### config.mk
export PLATFORM = sky130hd
export DESIGN_NAME = mem_access
export DESIGN_NICKNAME = d
export VERILOG_FILES = /design/src/rtl/mem_access_pkg.sv /design/src/rtl/mem_access_load_align.sv /design/src/rtl/mem_access.sv
export SDC_FILE = /design/constraint.sdc
export NUM_CORES = 1
export LEC_CHECK = 0
export CAP_MARGIN = 25
export CORE_AREA = 2 2 97 99
export CTS_CLUSTER_SIZE = 16
export DETAILED_ROUTE_END_ITERATION = 12
export DIE_AREA = 0 0 99 101
export DONT_BUFFER_PORTS = 1
export PLACE_DENSITY = 0.79
export SLEW_MARGIN = 25
export SYNTH_ARGS = -nofsm -noshare
export SYNTH_HDL_FRONTEND = slang
export SYNTH_SLANG_ARGS = --single-unit
### constraint.sdc
create_clock -name clk -period 5.55 [get_ports clk]
set_input_delay 0.555 -clock clk [delete_from_list [all_inputs] [get_ports clk]]
set_output_delay 0.555 -clock clk [all_outputs]
set_load 0.05 [all_outputs]
### src/rtl/mem_access_pkg.sv
// Shared definitions for the memory-access stage: bus widths, memop codes,
// FSM states and the lane-steering helpers used by the top and load_align.
package mem_access_pkg;

   localparam int RegBus     = 32;
   localparam int RegAddrBus = 5;

   localparam logic [RegAddrBus-1:0] NopRegAddr = '0;

   typedef enum logic [3:0] {
      MemOpNone = 4'd0,
      MemOpLB   = 4'd1,
      MemOpLBU  = 4'd2,
      MemOpLH   = 4'd3,
      MemOpLHU  = 4'd4,
      MemOpLW   = 4'd5,
      MemOpSB   = 4'd6,
      MemOpSH   = 4'd7,
      MemOpSW   = 4'd8
   } mem_op_t;

   typedef enum logic [1:0] {
      MemIdle = 2'd0,
      MemBusy = 2'd1,
      MemDone = 2'd2
   } mem_state_t;

   function automatic logic is_load(input logic [3:0] op);
      case (op)
         MemOpLB, MemOpLBU, MemOpLH, MemOpLHU, MemOpLW: return 1'b1;
         default:                                       return 1'b0;
      endcase
   endfunction

   function automatic logic is_store(input logic [3:0] op);
      case (op)
         MemOpSB, MemOpSH, MemOpSW: return 1'b1;
         default:                   return 1'b0;
      endcase
   endfunction

   function automatic logic is_mem_op(input logic [3:0] op);
      return is_load(op) || is_store(op);
   endfunction

   function automatic logic is_aligned(input logic [3:0] op, input logic [1:0] offset);
      case (op)
         MemOpLH, MemOpLHU, MemOpSH: return ~offset[0];
         MemOpLW, MemOpSW:           return (offset == 2'b00);
         default:                    return 1'b1;
      endcase
   endfunction

   // Big-endian lanes: byte offset 0 lives in bits 31:24, i.e. sel bit 3.
   function automatic logic [3:0] lane_sel(input logic [3:0] op, input logic [1:0] offset);
      case (op)
         MemOpLB, MemOpLBU, MemOpSB: return 4'b1000 >> offset;
         MemOpLH, MemOpLHU, MemOpSH: return offset[1] ? 4'b0011 : 4'b1100;
         MemOpLW, MemOpSW:           return 4'b1111;
         default:                    return 4'b0000;
      endcase
   endfunction

   function automatic logic [RegBus-1:0] store_lanes(input logic [3:0] op,
                                                      input logic [RegBus-1:0] rt);
      case (op)
         MemOpSB: return {4{rt[7:0]}};
         MemOpSH: return {2{rt[15:0]}};
         MemOpSW: return rt;
         default: return '0;
      endcase
   endfunction

endpackage

### src/rtl/mem_access_load_align.sv
// Load formatter: picks the addressed big-endian lane out of the bus word and
// sign- or zero-extends it according to the load opcode.
module load_align
   import mem_access_pkg::*;
(
   input  logic [3:0]        op,
   input  logic [1:0]        offset,
   input  logic [RegBus-1:0] rdata,
   output logic [RegBus-1:0] data
);

   logic [7:0]  byte_lane;
   logic [15:0] half_lane;

   always_comb begin
      byte_lane = rdata[31:24];
      case (offset)
         2'd0:    byte_lane = rdata[31:24];
         2'd1:    byte_lane = rdata[23:16];
         2'd2:    byte_lane = rdata[15:8];
         default: byte_lane = rdata[7:0];
      endcase
      half_lane = offset[1] ? rdata[15:0] : rdata[31:16];

      data = '0;
      case (op)
         MemOpLB:  data = {{24{byte_lane[7]}}, byte_lane};
         MemOpLBU: data = {24'd0, byte_lane};
         MemOpLH:  data = {{16{half_lane[15]}}, half_lane};
         MemOpLHU: data = {16'd0, half_lane};
         MemOpLW:  data = rdata;
         default:  data = '0;
      endcase
   end

endmodule

### src/rtl/mem_access.sv
// Memory-access pipeline stage: single-outstanding req/ack data-bus master
// that stalls the pipe until the access finishes and drives MEM/WB.
module mem_access
   import mem_access_pkg::*;
(
   input  logic                  clk,
   input  logic                  rst,
   input  logic [RegAddrBus-1:0] ex_wd,
   input  logic                  ex_wreg,
   input  logic [RegBus-1:0]     ex_wdata,
   input  logic [3:0]            ex_memop,
   input  logic [RegBus-1:0]     ex_memaddr,
   input  logic [RegBus-1:0]     ex_memdata,
   output logic [RegAddrBus-1:0] mem_wd,
   output logic                  mem_wreg,
   output logic [RegBus-1:0]     mem_wdata,
   output logic                  stallreq,
   output logic                  exc_align,
   output logic                  dbus_req,
   output logic                  dbus_we,
   output logic [RegBus-1:0]     dbus_addr,
   output logic [3:0]            dbus_sel,
   output logic [RegBus-1:0]     dbus_wdata,
   input  logic [RegBus-1:0]     dbus_rdata,
   input  logic                  dbus_ack
);

   mem_state_t        state;
   mem_state_t        state_next;
   logic [RegBus-1:0] ldbuf;
   logic [RegBus-1:0] ld_fmt;
   logic              op_mem;
   logic              op_load;
   logic              op_store;
   logic              op_aligned;
   logic              issue;

   assign op_mem     = is_mem_op(ex_memop);
   assign op_load    = is_load(ex_memop);
   assign op_store   = is_store(ex_memop);
   assign op_aligned = is_aligned(ex_memop, ex_memaddr[1:0]);
   assign issue      = (state == MemIdle) && op_mem && op_aligned;

   // EX/MEM holds the instruction while stalled, so its op/offset are still
   // valid on the ack edge and can steer the formatter directly.
   load_align u_load_align (
      .op     (ex_memop),
      .offset (ex_memaddr[1:0]),
      .rdata  (dbus_rdata),
      .data   (ld_fmt)
   );

   always_ff @(posedge clk or posedge rst) begin
      if (rst) begin
         state <= MemIdle;
      end else begin
         state <= state_next;
      end
   end

   // Bus fields are loaded at issue and frozen until the ack edge.
   always_ff @(posedge clk or posedge rst) begin
      if (rst) begin
         dbus_req   <= 1'b0;
         dbus_we    <= 1'b0;
         dbus_addr  <= '0;
         dbus_sel   <= '0;
         dbus_wdata <= '0;
         ldbuf      <= '0;
      end else if (issue) begin
         dbus_req   <= 1'b1;
         dbus_we    <= op_store;
         dbus_addr  <= {ex_memaddr[31:2], 2'b00};
         dbus_sel   <= lane_sel(ex_memop, ex_memaddr[1:0]);
         dbus_wdata <= store_lanes(ex_memop, ex_memdata);
      end else if ((state == MemBusy) && dbus_ack) begin
         dbus_req   <= 1'b0;
         ldbuf      <= ld_fmt;
      end
   end

   always_comb begin
      state_next = state;
      stallreq   = 1'b0;
      exc_align  = 1'b0;
      mem_wd     = ex_wd;
      mem_wreg   = ex_wreg;
      mem_wdata  = ex_wdata;

      case (state)
         MemIdle: if (issue) state_next = MemBusy;
         MemBusy: if (dbus_ack) state_next = MemDone;
         MemDone: state_next = MemIdle;
         default: state_next = MemIdle;
      endcase

      stallreq = issue || (state == MemBusy);

      if (op_mem && !op_aligned) begin
         exc_align = (state == MemIdle);
         mem_wreg  = 1'b0;
      end else if (stallreq || op_store) begin
         mem_wreg  = 1'b0;
      end else if (op_load) begin
         mem_wdata = ldbuf;
      end

      // Keep MEM/WB seeing a NOP for as long as reset is held.
      if (rst) begin
         stallreq  = 1'b0;
         exc_align = 1'b0;
         mem_wd    = NopRegAddr;
         mem_wreg  = 1'b0;
         mem_wdata = '0;
      end
   end

endmodule

Word-level counts from Yosys, hierarchy flattened

Index checks and enable logic that the tools add are counted.
W data, S select, Z words.

Equality and inequality tests: 13
Shift operators: 1
Muxes and demuxes: 25
Bitwise gates (word level): 2
Reduce and logical (&&, ||, !) cells: 18

Operator list:

| cell                  | number |
|---|---|
| $pmux W32 S5          | 1 |
| $mux W32              | 4 |
| $pmux W32 S3          | 1 |
| $pmux W8 S3           | 1 |
| $eq A4 B3 Y1 const B  | 4 |
| $mux W16              | 1 |
| $pmux W4 S3           | 1 |
| $mux W1               | 10 |
| $reduce_or A3 Y1      | 3 |
| $eq A4 B2 Y1 const B  | 2 |
| $mux W5               | 1 |
| $reduce_or A5 Y1      | 1 |
| $eq A2 B1 Y1 const B  | 2 |
| $eq A4 B1 Y1 const B  | 1 |
| $eq A4 B4 Y1 const B  | 1 |
| $logic_and A1 B1 Y1   | 4 |
| $logic_not A2 Y1      | 2 |
| $mux W2               | 2 |
| $mux W4               | 1 |
| $ne A2 B2 Y1 const B  | 2 |
| $pmux W2 S2           | 1 |
| $reduce_and A2 Y1     | 2 |
| $shr A4 B2 Y4 const A | 1 |
| $logic_or A1 B1 Y1    | 3 |
| 6 further kinds       | 7 |

Register bits: 102

Depth between registers and ports, before layout

Gate-level depths: netlist (run 1).

Word-level depth: 11
Gate-level depth with buffers: 8

By module

From an unflattened synthesis (run 1), not the netlist that was laid out.

Cell total of the unflattened synthesis: 658
Area, all modules: 5,957.0 sq um

By module, submodules not included:

| module     | instances | cells each | area an instance (sq um) |
|---|---|---|---|
| mem_access | 1         | 551        | 5,084.9 |
| load_align | 1         | 107        | 872.1 |

Worst setup path after synthesis (run 1)

Ideal clock, no wire load.

Path type: input-to-output
Start: input rst
End: output mem_wdata[22]
Arrival: 5,082 ps
Setup slack: -87 ps
Cell stages on the path: 5
Cells stage by stage: inv_1 clkbuf_1 clkbuf_1 nand2_1 mux2i_1

Word-level cells in the longest chain between the ends: 1

Ends and longest elaborated chain:

| element         | RTL line          | RTL |
|---|---|---|
| start, declared | mem_access.sv:7   | `input logic rst,` |
| $mux W32        | mem_access.sv:109 | `if (rst) begin` |
| end, declared   | mem_access.sv:16  | `output logic [RegBus-1:0] mem_wdata,` |

Every way passes these cells.

Final worst setup path (run 1)

Start: input ex_memop[2]
End: output mem_wdata[23]

Word-level cells in the longest chain between the ends: 11
Elaborated cells between the ends (all ways): 26
Classes of those cells: eq/ne: 8; mux: 7; reduce/logical: 11

Ends and longest elaborated chain:

| element                                                     | RTL line                                   | RTL |
|---|---|---|
| start, declared                                             | mem_access.sv:11                           | `input logic [3:0] ex_memop,` |
| $eq A4 B1 Y1 (tied with other cells)                        | mem_access_pkg.sv:29                       | `case (op)` |
| $reduce_or A5 Y1 / $reduce_or A3 Y1 (equally long branches) | mem_access_pkg.sv:29, mem_access_pkg.sv:36 |  |
| $mux W1, on equally long branches                           | mem_access_pkg.sv:29, mem_access_pkg.sv:36 |  |
| $logic_or A1 B1 Y1                                          | mem_access_pkg.sv:43                       | `return is_load(op) \|\| is_store(op);` |
| $logic_and A1 B1 Y1 (2 in a row)                            | mem_access.sv:42                           | `assign issue = (state == MemIdle) && op_mem && op_aligned;` |
| $logic_or A1 B1 Y1                                          | mem_access.sv:97                           | `stallreq = issue \|\| (state == MemBusy);` |
| $logic_or A1 B1 Y1                                          | mem_access.sv:102                          | `end else if (stallreq \|\| op_store) begin` |
| $mux W32                                                    | mem_access.sv:102                          |  |
| $mux W32 (*)                                                | mem_access.sv:99                           | `if (op_mem && !op_aligned) begin` |
| $mux W32 (*)                                                | mem_access.sv:109                          |  |

Every way passes the cells marked *; elsewhere a longest branch is shown, timed or not.

==> results of run 1 <==
[registers in the layout (all words and copies together) (netlist names)]
signal,flops
dbus_addr,30
dbus_wdata,32
state,2
dbus_we,1
ldbuf,32
dbus_sel,4
dbus_req,1
[area by class of cell]
type | instances | area [µm²]
Fill cell | 755 | 3099
Inverter | 4 | 20.02
Tap cell | 111 | 138.9
Clock inverter | 7 | 91.34
Timing Repair Buffer | 9 | 80.08
Clock buffer | 9 | 123.9
Sequential cell | 102 | 2552
Multi-Input combinational cell | 486 | 2872
[metal layers]
metal  vias to the layer above  global-route usage [%]
li1                       2160                       -
met1                      2277                   35.20
met2                       269                   49.22
met3                        26                   9.501
met4                         0                   11.17
met5                         -                       0
[how the worst min path moves through the flow]
stage                              start            end  slack, ns
after floorplan                 ldbuf[0]       ldbuf[0]       0.45
after global placement          ldbuf[0]       ldbuf[0]       0.47
after detailed placement        ldbuf[0]       ldbuf[0]       0.48
after CTS                            rst      ldbuf[19]       0.26
after global routing      ex_memaddr[19]  dbus_addr[19]       0.25
final                                rst       state[0]       0.21
[power by group]
part	switching, mW	internal (mW)	total (mW)
registers	0.972	1.03	2.00
clock network	0.305	0.183	0.488
logic	0.436	0.247	0.683
[critical path, cell delays in order]
cell      delay, ns
nor2b_1        0.15
a221oi_2       0.48
o21ai_2        0.19
nor2_4         0.54
buf_12         0.28
mux2i_1        0.92
[cell usage in the layout (no fill, tap or decap), types with 3 or more instances in the layout]
cell type,instances
nand2_1,193
dfrtp_1,102
nor2_1,59
a21oi_1,56
mux2i_1,23
a221oi_1,18
mux2i_2,18
nor2b_1,10
o22ai_1,10
clkbuf_8,9
o21ai_1,8
mux2_2,8
a22oi_1,8
a22o_1,8
buf_4,8
o21ai_0,7
nand3_1,6
nor3_1,4
inv_1,3
mux4_2,3
a32oi_1,3
clkinv_4,3
clkinv_8,3
[cell families after synthesis]
logic type               after synthesis  share of synthesized area (%)
adder cells (fa/ha/maj)                1                         0.1786
XOR/XNOR                               1                         0.1563
AND/OR/NAND/NOR                      289                          21.81
AO/OA/AOI/OAI                        141                          16.81
flip-flops                           102                          45.55
buffers and inverters                 56                          5.291
multiplexers                          52                          10.14
other                                  1                        0.06691
==> results.ini, run 1 <==
[outcome]
status = complete, no violations

[placement]
dp.cells = 711
count_of_port_buffers_added_during_placement = 0
dp_hpwl_um = 10730
place.gp.congestion = 0.8986
preCtsSetupSlack_ns = 1.769
placed_area_um2 = 5563

[cells_and_area]
insertedDiodeCount = 0
final_cell_count_no_fill = 728
final_core_util_pct = 65.48
area_growth_pct = 4.890
nNetsFinal = 753
design_area_um2 = 5878
final_layout_size_suffix_gt1_share_pct = 10.86

[die]
effective_utilization_at_floorplan_pct = 62.43
design.die.area_um2 = 9999
chipHeight_um = 101
placementRows = 35
design.portCount = 251
chipWidth_um = 99
design.core.area_um2 = 8977

[yosys]
synth-edff-count = 0
synth.top_cells.by_count = 193 x nand2_1, 102 x dfrtp_1, 59 x nor2_1
ys_async_sr_fraction_pct = 100.0
number_of_warnings_reported_in_the_yosys_synthesis_log = 0
avgSynthCellArea_um2 = 8.716
cell_variety_after_synth = 56
yosys-top-cells-area = dfrtp_1 46%, nand2_1 13%, mux2i_1 7.3%, a21oi_1 5.0%, nor2_1 4.0%
synth.most_common_cell = nand2_1
dominantRegCellSynth = dfrtp_1
synth.yosys.seq_area_share_pct = 45.55
post_synth_inst_count = 643
netlist.top_cell.by_area = dfrtp_1
yosys_register_bits = 102
netlist_area_before_placement_um2 = 5604
synth_largest_type_area_fraction_pct = 45.55

[timing]
final_hold_viol_count = 0
timing.final.setup_violations = 0
period_share_pct = 66.37
min_period_ns = 3.684
slew_viol_final = 0
grt_setup_unrepaired = no
max_slew.worst_pin.slew_ns = 1.087
slew_limit_headroom_pct = 25.48
final.setup.worst_slack_ns = 1.866
hold-worst-slack_ns = 0.2088
max_clock_freq_mhz = 271.5
setup_total_negative_slack_ns = 0
worst_clock_skew_ns = 0.01293

[critical_path]
rrSetupSlack_ns = 3.35
end_kind = primary output
reg2reg_depth = 4
worst-path-max-fanout = 19
startpoint = ex_memop[2]
regToRegEndpoint = dbus_wdata[8]
worst_ep_required_time_ns = 4.99
timing.critical_path.from_type = input port
worst-endpoint-arrival_ns = 3.13
worst_setup_path_endpoint = mem_wdata[23]
critPathKind = input port to primary output
r2r-start = state[1]

[power]
pwr_density_cell_nw_per_um2 = 539.3
power_leakage_nw = 2.549
total_power_mw = 3.170
peakVddDrop_uv = 395.5

[route]
via_per_inst = 6.500
dr_wl_met3_um = 1633
firstDrtPassIters = 5
wl_per_cell_um = 20.64
detailroute.via_count = 4732
detailedRoute.firstIterationViolations = 336
wirelength_um = 15030
postRouteAntennaNets = 0
m1WireLength_um = 5427
drc_errors = 0
top_layer_used = met4
dr_wl_met2_um = 7624

[global_routing]
first_global_vias = 4503
antenna_found_initial = 0
track_usage_pct = 29.26
overflow = 0
grt_pass1_wl_um = 23000
largest_net_degree_at_the_start_of_global_routing = 127

[clocking]
cts-hold-fix-buffers = 0
register_clock_pin_slew_on_the_reported_worst_setup_and_hold_paths_ns = 0.11
number_of_h_tree_levels = 3
tritoncts_clock_tree = built
cts.repair.resized = 0
clkSinkCount = 102
cts.root.buffer_cell = clkbuf_8
cts_max_path_buffers = 2
insertion_delay_ns = 0.38
cts_buffers = 9
post_cts_buffers = 0

[min_path]
worstHoldPathType = input port to asynchronous set/reset pin

[job]
max-cap-violations = 0

Note: power is estimated with default switching activity, not from simulation.
==> run 2, diff against run 1 <==
--- a/config.mk
+++ b/config.mk
@@ -6,12 +6,11 @@
 export NUM_CORES = 1
 export LEC_CHECK = 0
 export CAP_MARGIN = 25
-export CORE_AREA = 2 2 97 99
+export CORE_UTILIZATION = 58
 export CTS_CLUSTER_SIZE = 16
 export DETAILED_ROUTE_END_ITERATION = 12
-export DIE_AREA = 0 0 99 101
 export DONT_BUFFER_PORTS = 1
-export PLACE_DENSITY = 0.79
+export PLACE_DENSITY = 0.76
 export SLEW_MARGIN = 25
 export SYNTH_ARGS = -nofsm -noshare
 export SYNTH_HDL_FRONTEND = slang
==> constraint.sdc (replaced) <==
create_clock -name clk -period 3.09 [get_ports clk]
set_input_delay 0.309 -clock clk [delete_from_list [all_inputs] [get_ports clk]]
set_output_delay 0.309 -clock clk [all_outputs]
set_load 0.05 [all_outputs]
==> run 2 against run 1 <==
Clock power up 75%. Sequential share of layout area down 1.5 points. Final area rose by 3.5%. Clock skew is 0.0038 ns higher. Setup slack got worse by 1.5 ns. Power increased by 80%. Wire length is 0.18% higher. Critical path type is now flop to primary output.
==> results.ini, run 2 (synthesized netlist as in run 1, its figures left out) <==
[placement]
place.gp.congestion = 0.9407
dp_hpwl_um = 10860
preCtsSetupSlack_ns = 0.6296
count_of_port_buffers_added_during_placement = 0
dp.cells = 768

[power]
p_switching_mw = 3.009
clkPwrFrac_pct = 14.9
internal_dissipation_mw = 2.705
total_power_mw = 5.715
sequentialPowerShare_pct = 62.8
peakVddDrop_uv = 610.4
pwr_density_cell_nw_per_um2 = 939.2
sw_frac_of_total_pct = 52.66
combPwrFrac_pct = 22.3
power_leakage_nw = 2.698

[critical_path]
cp_slowest_stage_delay_ns = 0.47
timing.critical_path.cells = or4bb_1, nor2_4, buf_4, mux2i_1, buf_4
worst-endpoint-arrival_ns = 2.37
critPathKind = flop to primary output
worst_path_most_repeated_cell = buf_4
rrSetupSlack_ns = 0.91
worst_ep_required_time_ns = 2.78
end_kind = primary output
timing.critical_path.from_type = flop
slowest_stage = or4bb_1
worst-path-max-fanout = 32

[global_routing]
largest_net_degree_at_the_start_of_global_routing = 98
track_usage_pct = 29.87
antenna_found_initial = 0
grt_pass1_wl_um = 23250
first_global_vias = 4575
overflow = 0

[route]
detailroute.via_count = 4899
wl_per_cell_um = 19.20
drc_errors = 0
via_per_inst = 6.249
wirelength_um = 15060
postRouteAntennaNets = 0
detailedRoute.firstIterationViolations = 397
firstDrtPassIters = 5

[timing]
grt_setup_unrepaired = no
max_slew.worst_pin.slew_ns = 1.004
final.setup.worst_slack_ns = 0.4103
max_clock_freq_mhz = 373.2
slew_limit_headroom_pct = 32.93
slew_viol_final = 0
timing.final.setup_violations = 0
setup_total_negative_slack_ns = 0
worst_clock_skew_ns = 0.01674
period_share_pct = 86.72
final_hold_viol_count = 0
min_period_ns = 2.680

[die]
design.portCount = 251
placementRows = 35
chipWidth_um = 100.3
chipHeight_um = 100.3
effective_utilization_at_floorplan_pct = 60.36
design.core.area_um2 = 9284
design.die.area_um2 = 10060

[cells_and_area]
nNetsFinal = 792
insertedDiodeCount = 0
regs_by_ff_count = dbus_wdata: 32 flops, ldbuf: 32 flops, dbus_addr: 30 flops
mostFrequentLayoutCells = 193 x nand2_1, 102 x dfrtp_1, 59 x nor2_1
fill_cells = 798
final_layout_size_suffix_gt1_share_pct = 12.98
mostFrequentLayoutCell = nand2_1
area_growth_pct = 8.573
final_core_util_pct = 65.54
final_cell_count_no_fill = 784

[min_path]
worstHoldPathType = input port to flop

[clocking]
number_of_h_tree_levels = 3
cts.root.buffer_cell = clkbuf_8
insertion_delay_ns = 0.37
cts.repair.resized = 0
clkSinkCount = 102
cts_max_path_buffers = 2
tritoncts_clock_tree = built
cts_buffers = 9
register_clock_pin_slew_on_the_reported_worst_setup_and_hold_paths_ns = 0.11

[job]
max-cap-violations = 0

[outcome]
status = complete, no violations

-- run 2: changes by cell type in the layout (fill, tap and decap cells not counted), moves of 2 or more --
cell	delta
mux2i_1	+18
clkinvlp_4	+3
buf_4	+39
clkinv_8	-3
clkinv_4	-2
mux2i_2	-18
-- run 2: final cells by class --
class / count / area [µm²] / share of cell area (%)
clock buffers: 9 / 123.9 / 2.036
clock inverters: 6 / 72.57 / 1.193
inverters: 4 / 20.02 / 0.3290
multi-input cells: 486 / 2791 / 45.88
flip-flops and latches: 102 / 2552 / 41.95
well taps: 129 / 161.4 / 2.653
repair buffers: 48 / 362.8 / 5.963
-- run 2: path summary, 6_finish.rpt --
check / from / end / cells after the start
worst max-delay path: state[1] / mem_wdata[8] / 5
worst min-delay path: ex_memaddr[16] / dbus_addr[16] / 2
worst max register to register: state[1] / dbus_wdata[11] / 4
worst min register to register: ldbuf[3] / ldbuf[3] / 2
max in group asynchronous: rst / dbus_wdata[14] / 3
min in group asynchronous: rst / state[0] / 2
-- run 2: power groups by stage --
stage / sequential, mW / clock, mW / combinational, mW
2_1_floorplan: 3.47 / 0 / 1.08
3_3_place_gp: 3.59 / 0 / 1.22
3_5_place_dp: 3.61 / 0 / 1.28
4_1_cts: 3.58 / 0.875 / 1.28
5_1_grt: 3.65 / 0.931 / 1.44
6_report: 3.59 / 0.853 / 1.28
-- run 2: repair_timing --
item,in CTS,in global routing
hold buffers,1,0
endpoints found under the hold margin,29,0
buffers inserted,0,0
-- run 2: metrics by stage --
stage | instance area [µm²] | hold WS [ns]
2_1_floorplan | 5612 | 0.4144
3_3_place_gp | 5878 | 0.3032
3_5_place_dp | 5878 | 0.3090
4_1_cts | 6085 | 0.01813
5_1_grt | 6085 | 0.01632
6_report | 6085 | 0.03541
-- run 2: worst max-delay path: cells and delay by family (launching register included) --
family                 cells  cell delay [ns]
buffers and inverters      2             0.67
flip-flops                 1             0.46
AND/OR/NAND/NOR            2             0.56
multiplexers               1             0.28
-- run 2: routing by layer --
layer / global-route usage, % / part of all wire [%] / up-vias / wire length [µm]
li1: - / - / 2237 / -
met5: 0 / 0 / - / 0
met2: 47.95 / 47 / 295 / 7145
met1: 39.36 / 41 / 2325 / 6132
met3: 7.033 / 9.1 / 42 / 1372
met4: 11.59 / 2.7 / 0 / 405
